===== config.mk =====
export PLATFORM = sky130hd
export DESIGN_NAME = nibble_seq_detector
export DESIGN_NICKNAME = d
export VERILOG_FILES = /design/src/rtl/nibble_seq_detector.sv
export SDC_FILE = /design/constraint.sdc
export NUM_CORES = 1
export LEC_CHECK = 0
export ABC_CLOCK_PERIOD_IN_PS = 2300
export BUFFER_PORTS_ARGS = -buffer_cell sky130_fd_sc_hd__buf_4
export CAP_MARGIN = 5
export CORE_MARGIN = 5
export CORE_UTILIZATION = 55
export CTS_CLUSTER_DIAMETER = 80
export DETAILED_ROUTE_END_ITERATION = 16
export GPL_TIMING_DRIVEN = 0
export MAX_ROUTING_LAYER = met4
export PLACE_DENSITY = 0.9
export SYNTH_ARGS = -nofsm -noshare
export SYNTH_HDL_FRONTEND = slang
export SYNTH_SLANG_ARGS = --single-unit

===== constraint.sdc =====
create_clock -name clk -period 2.3 [get_ports clk]
set_input_delay 0.345 -clock clk [delete_from_list [all_inputs] [get_ports clk]]
set_output_delay 0.345 -clock clk [all_outputs]
set_load 0.03 [all_outputs]

===== src/rtl/nibble_seq_detector.sv =====
// ---------------------------------------------------------------------------
// nibble_seq_detector
//   Streaming 4-bit sequence detector. Each accepted nibble is compared with
//   one entry of a programmable DEPTH-nibble pattern. The block tracks the
//   matched prefix, pulses match when the whole pattern has arrived, and keeps
//   a saturating detection count.
//
// Ports
//   clk         in   rising-edge clock
//   rst_n       in   asynchronous active-low reset
//   cfg_we      in   pattern write strobe (also restarts the scan)
//   cfg_addr    in   pattern entry to write; entries >= DEPTH are ignored
//   cfg_data    in   pattern nibble
//   clr         in   synchronous clear of match_count
//   in_valid    in   in_data is valid this cycle
//   in_data     in   stream nibble
//   match       out  one-cycle pulse after the final matching beat
//   busy        out  a partial prefix is held (progress != 0)
//   progress    out  current matched-prefix length
//   match_count out  saturating detection count
// ---------------------------------------------------------------------------
module nibble_seq_detector #(
  parameter  int DEPTH = 4,
  parameter  int CNT_W = 8,
  localparam int IDX_W = $clog2(DEPTH)
) (
  input  logic             clk,
  input  logic             rst_n,
  input  logic             cfg_we,
  input  logic [IDX_W-1:0] cfg_addr,
  input  logic [3:0]       cfg_data,
  input  logic             clr,
  input  logic             in_valid,
  input  logic [3:0]       in_data,
  output logic             match,
  output logic             busy,
  output logic [IDX_W-1:0] progress,
  output logic [CNT_W-1:0] match_count
);

  // Saturating increment: the detection count sticks at its maximum.
  function automatic logic [CNT_W-1:0] sat_inc(input logic [CNT_W-1:0] v);
    if (v == {CNT_W{1'b1}}) begin
      sat_inc = v;
    end else begin
      sat_inc = v + CNT_W'(1);
    end
  endfunction

  logic [3:0]       r_pat [DEPTH];
  logic [IDX_W-1:0] r_idx;
  logic             r_match;
  logic [CNT_W-1:0] r_cnt;

  logic             w_addr_ok;
  logic             w_hit;
  logic             w_restart;
  logic             w_last;
  logic             w_detect;
  logic [IDX_W-1:0] w_idx_nxt;
  logic [CNT_W-1:0] w_cnt_nxt;

  // Next-state decode: configuration writes pre-empt the stream beat, and a
  // mismatch only restarts on pattern entry 0 (no deeper backtracking).
  always_comb begin
    w_addr_ok = ({1'b0, cfg_addr} < (IDX_W+1)'(DEPTH));
    w_hit     = in_valid && (in_data == r_pat[r_idx]);
    w_restart = (in_data == r_pat[0]);
    w_last    = (r_idx == IDX_W'(DEPTH - 1));
    w_detect  = !cfg_we && w_hit && w_last;
    w_idx_nxt = r_idx;
    if (cfg_we) begin
      w_idx_nxt = '0;
    end else if (w_hit) begin
      if (w_last) begin
        w_idx_nxt = '0;
      end else begin
        w_idx_nxt = r_idx + IDX_W'(1);
      end
    end else if (in_valid) begin
      if (w_restart) begin
        w_idx_nxt = IDX_W'(1);
      end else begin
        w_idx_nxt = '0;
      end
    end else begin
      w_idx_nxt = r_idx;
    end
    // A detection coinciding with clr survives the clear as a count of one.
    if (clr) begin
      if (w_detect) begin
        w_cnt_nxt = CNT_W'(1);
      end else begin
        w_cnt_nxt = '0;
      end
    end else if (w_detect) begin
      w_cnt_nxt = sat_inc(r_cnt);
    end else begin
      w_cnt_nxt = r_cnt;
    end
  end

  // State, pattern storage and registered outputs.
  always_ff @(posedge clk or negedge rst_n) begin
    if (!rst_n) begin
      for (int i = 0; i < DEPTH; i++) begin
        r_pat[i] <= 4'h0;
      end
      r_idx   <= '0;
      r_match <= 1'b0;
      r_cnt   <= '0;
    end else begin
      if (cfg_we && w_addr_ok) begin
        r_pat[cfg_addr] <= cfg_data;
      end
      r_idx   <= w_idx_nxt;
      r_match <= w_detect;
      r_cnt   <= w_cnt_nxt;
    end
  end

  assign match       = r_match;
  assign busy        = (r_idx != '0);
  assign progress    = r_idx;
  assign match_count = r_cnt;

endmodule


==> flow_metrics.env, run 1 <==
export IMPL_grt_max_degree=28
export IMPL_setup_ws_ns=0.0614
export IMPL_syn_nets=149
export IMPL_gp_congestion=0.888
export IMPL_die_x_um=62.6
export IMPL_ys_flop_type="dfrtp_1"
export IMPL_cp_end_kind="flop"
export IMPL_cts_tree="yes"
export IMPL_synthCells=131
export IMPL_yosys_area_top_type_share_pct=44.4
export IMPL_drive_gt1_share_pct=41.8
export IMPL_hold_violations=0
export IMPL_nFillCells=203
export IMPL_timing_rr_start="progress[0]"
export IMPL_ir_drop_mv=0.624
export IMPL_critical_path_class="flop to flop"
export IMPL_instances_no_fill=196
export IMPL_num_io_pins=27
export IMPL_power_leakage_nw=0.810
export IMPL_p_seq_share_pct=55.2
export IMPL_cts_clk_slew_worst_paths_ns=0.16
export IMPL_skew_ns=0.00970
export IMPL_grt_pass1_vias=1225
export IMPL_yosys_warnings=0
export IMPL_placed_area_mm2=0.00176
export IMPL_ys_ff_latch=27
export IMPL_crit_fanout=9
export IMPL_synth_compound_area_share_pct=5.09
export IMPL_drv_cap=0
export IMPL_final_max_slew_viol_count=0
export IMPL_initial_core_util_pct=56.2
export IMPL_layout_common_cells="buf_4, dfrtp_1, mux2_2"
export IMPL_antenna_cells=0
export IMPL_min_delay_start="cfg_we"
export IMPL_coreArea_mm2=0.00271
export IMPL_die_area_mm2=0.00392
export IMPL_status="completed"
export IMPL_synth_edf_count=0
export IMPL_fin_tns_setup_ns=0
export IMPL_setup_viol=0
export IMPL_critical_path_required_ns=2.55
export IMPL_crit_path_start="progress[0]"
export IMPL_grt_overflow_total=0
export IMPL_grt_pass1_wl_um=5680
export IMPL_fmax_mhz=447
export IMPL_arrival_ns=2.49
export IMPL_ys_seq_area_share_pct=44.4
export IMPL_yosysUniqueCellTypes=32
export IMPL_ant_nets=0
export IMPL_tightest_slew_ns=0.707
export IMPL_yosys_area_share_simple_pct=16.1
export IMPL_design_area_mm2=0.00185
export IMPL_rsz0062_at_grt="yes"
export IMPL_grt_usage_pct=18.2
export IMPL_clockPowerShare_pct=21.2
export IMPL_cts_sinks=27
export IMPL_drtIter0Drc=69
export IMPL_p_sw_w=0.000292
export IMPL_final_net_count=184
export IMPL_p_sw_share_pct=28.5
export IMPL_vias=1138
export IMPL_layout_commonest_cell="buf_4"
export IMPL_cts_buffers=3
export IMPL_rows=19
export IMPL_internal_power_w=0.000733
export IMPL_cts_max_level=1
export IMPL_synth_mux_area_share_pct=23.3
export IMPL_final_core_util_pct=68.3
export IMPL_dr_pass1_iters=4
export IMPL_dp_hpwl_um=2420
export IMPL_antenna_found_initial=0
export IMPL_power_share_combinational_pct=23.6
export IMPL_cts_root_buf="clkbuf_4"
export IMPL_synth_top_area_cell="dfrtp_1"
export IMPL_routedWlPerCell_um=17.0
export IMPL_p_per_area_mw_per_mm2=553
export IMPL_clk_path_buf_depth=2
export IMPL_worstHoldPathType="input port to flop"
export IMPL_worstSetupStartpointType="flop"
export IMPL_syn_cell_area_mm2=0.00152
export IMPL_port_buffers=26
export IMPL_synth_adder_area_share_pct=2.47
export IMPL_async_reset_ff_share_pct=100
export IMPL_period_needed_ns=2.24
export IMPL_viasPerCell=5.81
export IMPL_area_delta_synth_final_pct=21.6
export IMPL_clock_latency_ns=0.34
export IMPL_relSlewSlack_pct=52.8
export IMPL_drc=0
export IMPL_post_route_period_util_pct=97.3
export IMPL_pre_cts_slack_ns=-0.0736
export IMPL_synth_top_family_by_area="multiplexers"
export IMPL_placed_cells=188
export IMPL_yosys_area_share_xor_xnor_pct=4.03
export IMPL_ys_top_cells_by_area="dfrtp_1, mux2_2, mux4_1, xnor2_1, nor2_1"
export IMPL_r2r_slack_ns=0.06
export IMPL_syn_area_per_cell_um2=11.6
export IMPL_wirelength_um=3340
export IMPL_die_y_um=62.6
final timing paths:
| path | end | depth (start not counted) |
|---|---|---|
| max in group asynchronous | progress[0] | 2 |
| max reg2reg | match_count[4] | 7 |
| min in group asynchronous | match_count[4] | 2 |
| min | progress[1] | 2 |
| max | match_count[4] | 7 |
| min reg2reg | r_pat[2] | 1 |
per-stage QoR:
step                      hold WS (ns)  power, W
final                            0.211   0.00102
after global routing             0.199   0.00108
after CTS                        0.200   0.00102
after detailed placement         0.275  0.000782
after global placement           0.270  0.000767
after floorplan                 0.0494  0.000706
flip-flops by register name, indices dropped and copies added (netlist names):
register	count
match_count	8
progress	2
match	1
r_pat	16
power by group through the flow:
stage / logic [W] / registers [W] / clock network (W)
6_report: 0.000242 / 0.000566 / 0.000217
3_5_place_dp: 0.000209 / 0.000572 / 0
4_1_cts: 0.000228 / 0.000564 / 0.000224
5_1_grt: 0.000264 / 0.000571 / 0.000248
2_1_floorplan: 0.000143 / 0.000563 / 0
3_3_place_gp: 0.000201 / 0.000566 / 0
critical path, cell delays in order, from the launching register on:
cell and delay [ns]:
dfrtp_2 0.42, buf_8 0.14, mux4_2 0.55, xnor2_2 0.21, o2111ai_4 0.20, buf_6 0.18, nor2_1 0.12, mux2_2 0.34
layout make-up:
class	instances	area, um^2	share of cell area [%]
clock buffers	3	22.5	1.22
multi-input cells	92	807	43.6
plain buffers	4	43.8	2.36
repair buffers	30	225	12.2
inverters	8	30.0	1.62
clock inverters	1	7.51	0.405
well taps	31	38.8	2.09
flip-flops and latches	27	677	36.6
synthesized netlist by cell type (3+ instances only):
cell      count
a21oi_1       3
dfrtp_1      27
ha_1          3
inv_1         8
mux2_2       21
mux2i_1       4
mux4_1        3
nand3_1       7
nand3b_1      4
nor2_1       11
nor2b_1       6
nor3_1        3
xnor2_1       7
logic make-up (layout without fill, tap and decap cells):
kind of cell             Yosys count  after routing
XOR/XNOR                           7              7
adder cells (fa/ha/maj)            3              3
flip-flops                        27             27
AO/OA/AOI/OAI                     10             10
AND/OR/NAND/NOR                   44             44
buffers and inverters             12             46
multiplexers                      28             28
repair_timing:
action                                 CTS  global route
hold buffers                             1             0
setup buffers                            1             1
setup endpoints to repair                9             9
endpoints found under the hold margin   27             0
cloned                                   1             0
gates resized for setup                  4             7
pin swaps                                3             3
routing by layer:
layer  vias to the layer above  global-route usage [%]  wire length (um)
met5                         -                       -                 0
met4                         0                    4.77                20
met3                         4                    5.04               173
met2                        24                    32.3              1850
met1                       577                    19.9              1300
li1                        533                       -                 -
(Power assumes the default switching activity.)
==> run 2: changes to the inputs <==
Settings changed: CAP_MARGIN 5 to 20, PLACE_DENSITY 0.9 to 0.89, SETUP_SLACK_MARGIN set to 0.2.
==> run 2 against run 1 <==
Power is 0.47% lower. Largest cell class unchanged. First-iteration DRC count is 19% higher. Combinational power is 4% higher. Critical path depth did not move. Clock-buffer cell count is the same. Final area rose by 3.5%. Fmax about the same. Critical path type unchanged. Highest routed layer unchanged.
==> flow_metrics.env, run 2 (synthesis gave the netlist of run 1 again) <==
export IMPL_critical_path_required_ns=2.56
export IMPL_placed_cells=188
export IMPL_skew_ns=0.0104
export IMPL_fmax_mhz=447
export IMPL_vias=1151
export IMPL_cts_tree="yes"
export IMPL_grt_max_degree=28
export IMPL_arrival_ns=2.49
export IMPL_gp_congestion=0.893
export IMPL_final_net_count=187
export IMPL_num_io_pins=27
export IMPL_grt_overflow_total=0
export IMPL_rsz0062_at_grt="yes"
export IMPL_pre_cts_slack_ns=0.0544
export IMPL_clock_latency_ns=0.32
export IMPL_rows=19
export IMPL_crit_path_start="progress[0]"
export IMPL_port_buffers=26
export IMPL_r2r_end="match_count[1]"
export IMPL_setup_viol=0
export IMPL_final_core_util_pct=70.7
export IMPL_cts_buffers=3
export IMPL_viasPerCell=5.78
export IMPL_cts_max_level=1
export IMPL_largest_register_ffs=16
export IMPL_worstSetupStartpointType="flop"
export IMPL_wirelength_um=3270
export IMPL_coreArea_mm2=0.00271
export IMPL_ant_nets=0
export IMPL_layout_commonest_cell="buf_4"
export IMPL_initial_core_util_pct=56.2
export IMPL_final_max_slew_viol_count=0
export IMPL_cts_sinks=27
export IMPL_r2r_slack_ns=0.06
export IMPL_period_needed_ns=2.24
export IMPL_worstHoldPathType="input port to flop"
export IMPL_dr_pass1_iters=4
export IMPL_cts_clk_slew_worst_paths_ns=0.14
export IMPL_grt_pass1_wl_um=5580
export IMPL_die_y_um=62.6
export IMPL_die_x_um=62.6
export IMPL_ir_drop_mv=0.434
export IMPL_clk_path_buf_depth=2
export IMPL_area_delta_synth_final_pct=25.9
export IMPL_setup_ws_ns=0.0620
export IMPL_r2r_cells=7
export IMPL_critical_path_class="flop to flop"
export IMPL_antenna_cells=0
export IMPL_power_leakage_nw=0.832
export IMPL_drv_cap=0
export IMPL_post_route_period_util_pct=97.3
export IMPL_grt_pass1_vias=1231
export IMPL_instances_no_fill=199
export IMPL_layout_common_cells="buf_4, dfrtp_1, mux2_2"
export IMPL_relSlewSlack_pct=56.4
export IMPL_status="completed"
export IMPL_grt_usage_pct=17.9
export IMPL_dp_hpwl_um=2310
export IMPL_hold_violations=0
export IMPL_cp_end_kind="flop"
export IMPL_cts_root_buf="clkbuf_4"
export IMPL_p_per_area_mw_per_mm2=532
export IMPL_die_area_mm2=0.00392
export IMPL_top_register="r_pat"
export IMPL_routedWlPerCell_um=16.4
export IMPL_drive_gt1_share_pct=47.6
export IMPL_timing_rr_start="progress[0]"
export IMPL_crit_fanout=6
export IMPL_holdPathEnd="progress[0]"
export IMPL_drc=0
export IMPL_antenna_found_initial=0
export IMPL_hold_depth=2
export IMPL_min_delay_start="cfg_we"
export IMPL_tightest_slew_ns=0.653
export IMPL_drtIter0Drc=82
run 2: cell count changes in the layout (fill, tap and decap cells not counted), moves of 3 or more:
cell    change
nor3_2      +3
mux2_4      +4
nor2_1      -3
buf_4       +3
nor2_2      +3
nor3_1      -3
mux2_2      -4
run 2: metrics by stage:
step	hold slack (ns)	TNS [ns]	area, um^2	power [W]
2_1_floorplan	0.0494	0	1530	0.000714
3_3_place_gp	0.272	0	1770	0.000775
3_5_place_dp	0.282	0	1770	0.000788
4_1_cts	0.207	0	1880	0.00102
5_1_grt	0.190	-0.00181	1920	0.00108
6_report	0.223	0	1920	0.00102
run 2: layout make-up:
class	instances	area (um^2)
multi-input combinational	92	856
clock buffer	3	22.5
tap	31	38.8
sequential	27	677
fill	204	793
inverter	8	30.0
clock inverter	1	5.00
timing repair buffer	33	248
buffer	4	40.0
run 2: worst max-delay path, cell delays in order, from the launching register on:
cell	delay (ns)
dfrtp_2	0.40
buf_6	0.13
mux4_2	0.53
xnor2_2	0.22
o2111ai_4	0.23
buf_6	0.19
or3_1	0.36
a21oi_2	0.13
run 2: routing by layer:
layer	GRT usage (%)	up-vias	wire length [um]	share of wire, %
li1	-	542	-	-
met1	21.6	570	1350	41
met2	32.0	35	1750	54
met3	2.16	4	155	4.7
met4	3.71	0	14	0.43
met5	-	-	0	0
run 2: what timing repair did:
action / CTS / global route
setup endpoints to repair: 9 / 9
resized for setup: 6 / 8
gates cloned: 1 / 0
hold buffers: 1 / 0
hold endpoints to repair: 27 / 0
pin swaps: 4 / 2
setup buffers: 5 / 0
run 2: report_power, final:
group          switching (W)  total (W)  leakage (nW)  internal (W)
combinational       0.000110   0.000252         0.473      0.000141
sequential         0.0000313   0.000560         0.341      0.000529
clock               0.000143   0.000208        0.0177     0.0000651
run 2: worst max path at each step:
stage                     end  slack [ns]  cells past startpoint
4_1_cts        match_count[1]        0.14                      7
2_1_floorplan  match_count[1]        0.11                      7
6_report       match_count[1]        0.06                      7
3_3_place_gp   match_count[1]        0.11                      7
5_1_grt        match_count[1]      -0.002                      7
3_5_place_dp   match_count[1]        0.05                      7
==> run 3: changes to the inputs <==
Settings changed: REMOVE_ABC_BUFFERS set to 1, SETUP_SLACK_MARGIN 0.2 to 0.02.
==> run 3 against run 2 <==
Via count grew 3.0%. Fmax shrank 0.47%. Power grew 5.6%. Non-clock buffer count is the same. Sequential cell count is the same. Sequential share of layout area shrank 0.21 points. First-iteration DRC count shrank 18%. Clock-buffer cell count is the same. Clock skew grew 0.0090 ns. Final area grew 0.78%. Core utilization grew 0.55 points. Highest routed layer unchanged.
==> flow_metrics.env, run 3 (synthesis gave the netlist of run 1 again) <==
export IMPL_cts_clk_slew_worst_paths_ns=0.16
export IMPL_rows=19
export IMPL_grt_max_degree=28
export IMPL_coreArea_mm2=0.00271
export IMPL_drive_gt1_share_pct=46.7
export IMPL_fmax_mhz=445
export IMPL_arrival_ns=2.52
export IMPL_crit_fanout=5
export IMPL_critical_path_required_ns=2.57
export IMPL_largest_register_ffs=16
export IMPL_cts_tree="yes"
export IMPL_setup_ws_ns=0.0515
export IMPL_clock_latency_ns=0.33
export IMPL_area_delta_synth_final_pct=26.9
export IMPL_initial_core_util_pct=56.2
export IMPL_period_needed_ns=2.25
export IMPL_hold_violations=0
export IMPL_tightest_slew_ns=0.780
export IMPL_status="completed"
export IMPL_worstSetupStartpointType="flop"
export IMPL_design_area_mm2=0.00193
export IMPL_die_area_mm2=0.00392
export IMPL_antenna_found_initial=0
export IMPL_die_x_um=62.6
export IMPL_setup_viol=0
export IMPL_total_power_w=0.00108
export IMPL_fin_tns_setup_ns=0
export IMPL_layout_common_cells="buf_4, dfrtp_1, mux2_2"
export IMPL_pre_cts_slack_ns=-0.349
export IMPL_wirelength_um=3640
export IMPL_placed_area_mm2=0.00172
export IMPL_drc=0
export IMPL_vias=1185
export IMPL_critical_path_class="flop to flop"
export IMPL_num_io_pins=27
export IMPL_ant_nets=0
export IMPL_gp_congestion=0.821
export IMPL_grt_pass1_wl_um=5970
export IMPL_grt_overflow_total=0
export IMPL_cts_root_buf="clkbuf_4"
export IMPL_relSlewSlack_pct=47.9
export IMPL_skew_ns=0.0193
export IMPL_grt_pass1_vias=1201
export IMPL_final_max_slew_viol_count=0
export IMPL_worstHoldPathType="input port to flop"
export IMPL_drtIter0Drc=67
export IMPL_cts_buffers=3
export IMPL_layout_commonest_cell="buf_4"
export IMPL_antenna_cells=0
export IMPL_drv_cap=0
export IMPL_final_net_count=188
export IMPL_post_route_period_util_pct=97.8
export IMPL_clk_path_buf_depth=2
export IMPL_grt_usage_pct=19.3
export IMPL_top_register="r_pat"
export IMPL_ir_drop_mv=0.660
export IMPL_cts_sinks=27
export IMPL_cts_max_level=1
export IMPL_viasPerCell=5.93
export IMPL_routedWlPerCell_um=18.2
export IMPL_port_buffers=26
export IMPL_p_per_area_mw_per_mm2=558
export IMPL_rsz0062_at_grt="yes"
export IMPL_dp_hpwl_um=2220
export IMPL_dr_pass1_iters=4
export IMPL_power_leakage_nw=0.834
export IMPL_die_y_um=62.6
export IMPL_cp_end_kind="flop"
[run 3: cell count changes in the layout (fill, tap and decap cells not counted), sizes merged]
| cell | previous run | this run |
|---|---|---|
| buf | 34 | 36 |
| clkbuf | 5 | 3 |
| o2111ai | 1 | 2 |
[run 3: final timing paths]
path	startpoint	endpoint	slack, ns	cells after the start
min reg2reg	r_pat[5]	r_pat[5]	0.52	1
max	progress[0]	match_count[1]	0.05	6
max in group asynchronous	rst_n	r_pat[10]	1.59	2
min in group asynchronous	rst_n	match_count[1]	0.44	2
min	cfg_we	progress[1]	0.21	2
max reg2reg	progress[0]	match_count[1]	0.05	6
[run 3: through the flow]
stage / std cells / utilization, % / hold WS (ns)
after floorplan: 127 / - / 0.0494
after global placement: 184 / 63.3 / 0.272
after detailed placement: 184 / 63.3 / 0.274
after CTS: 197 / 69.0 / 0.191
after global routing: 200 / 71.3 / 0.193
final: 200 / 71.3 / 0.208
[run 3: area by class of cell]
| class | count | area [um^2] |
|---|---|---|
| Clock buffer | 3 | 22.5 |
| Fill cell | 187 | 778 |
| Inverter | 8 | 30.0 |
| Multi-Input combinational cell | 93 | 870 |
| Tap cell | 31 | 38.8 |
| Sequential cell | 27 | 678 |
| Timing Repair Buffer | 37 | 288 |
| Clock inverter | 1 | 5.00 |
[run 3: layer usage]
metal	up-vias	track usage, %	share of wire (%)
met2	36	32.0	51
met5	-	-	0
met3	8	1.44	3.5
met1	591	25.4	43
met4	0	5.84	2.7
li1	550	-	-
[run 3: what timing repair did]
item | CTS | global route
buffers inserted | 7 | 3
cloned | 1 | 0
hold buffers | 1 | 0
pin swaps | 4 | 6
setup endpoints to repair | 10 | 10
gates resized for setup | 9 | 13
endpoints found under the hold margin | 27 | 0
[run 3: report_power, final]
part	total (W)	internal (W)	switching [W]	leakage [nW]
combinational	0.000296	0.000168	0.000128	0.477
clock	0.000209	0.0000652	0.000144	0.0177
sequential	0.000572	0.000529	0.0000425	0.339
total	0.00108	0.000763	0.000314	0.834
[run 3: critical path, stage by stage, from the launching register on]
cell and delay [ns]:
dfrtp_2 0.50, mux4_2 0.55, xnor2_2 0.23, buf_4 0.16, o2111ai_2 0.20, or3_1 0.40
a21oi_1 0.14
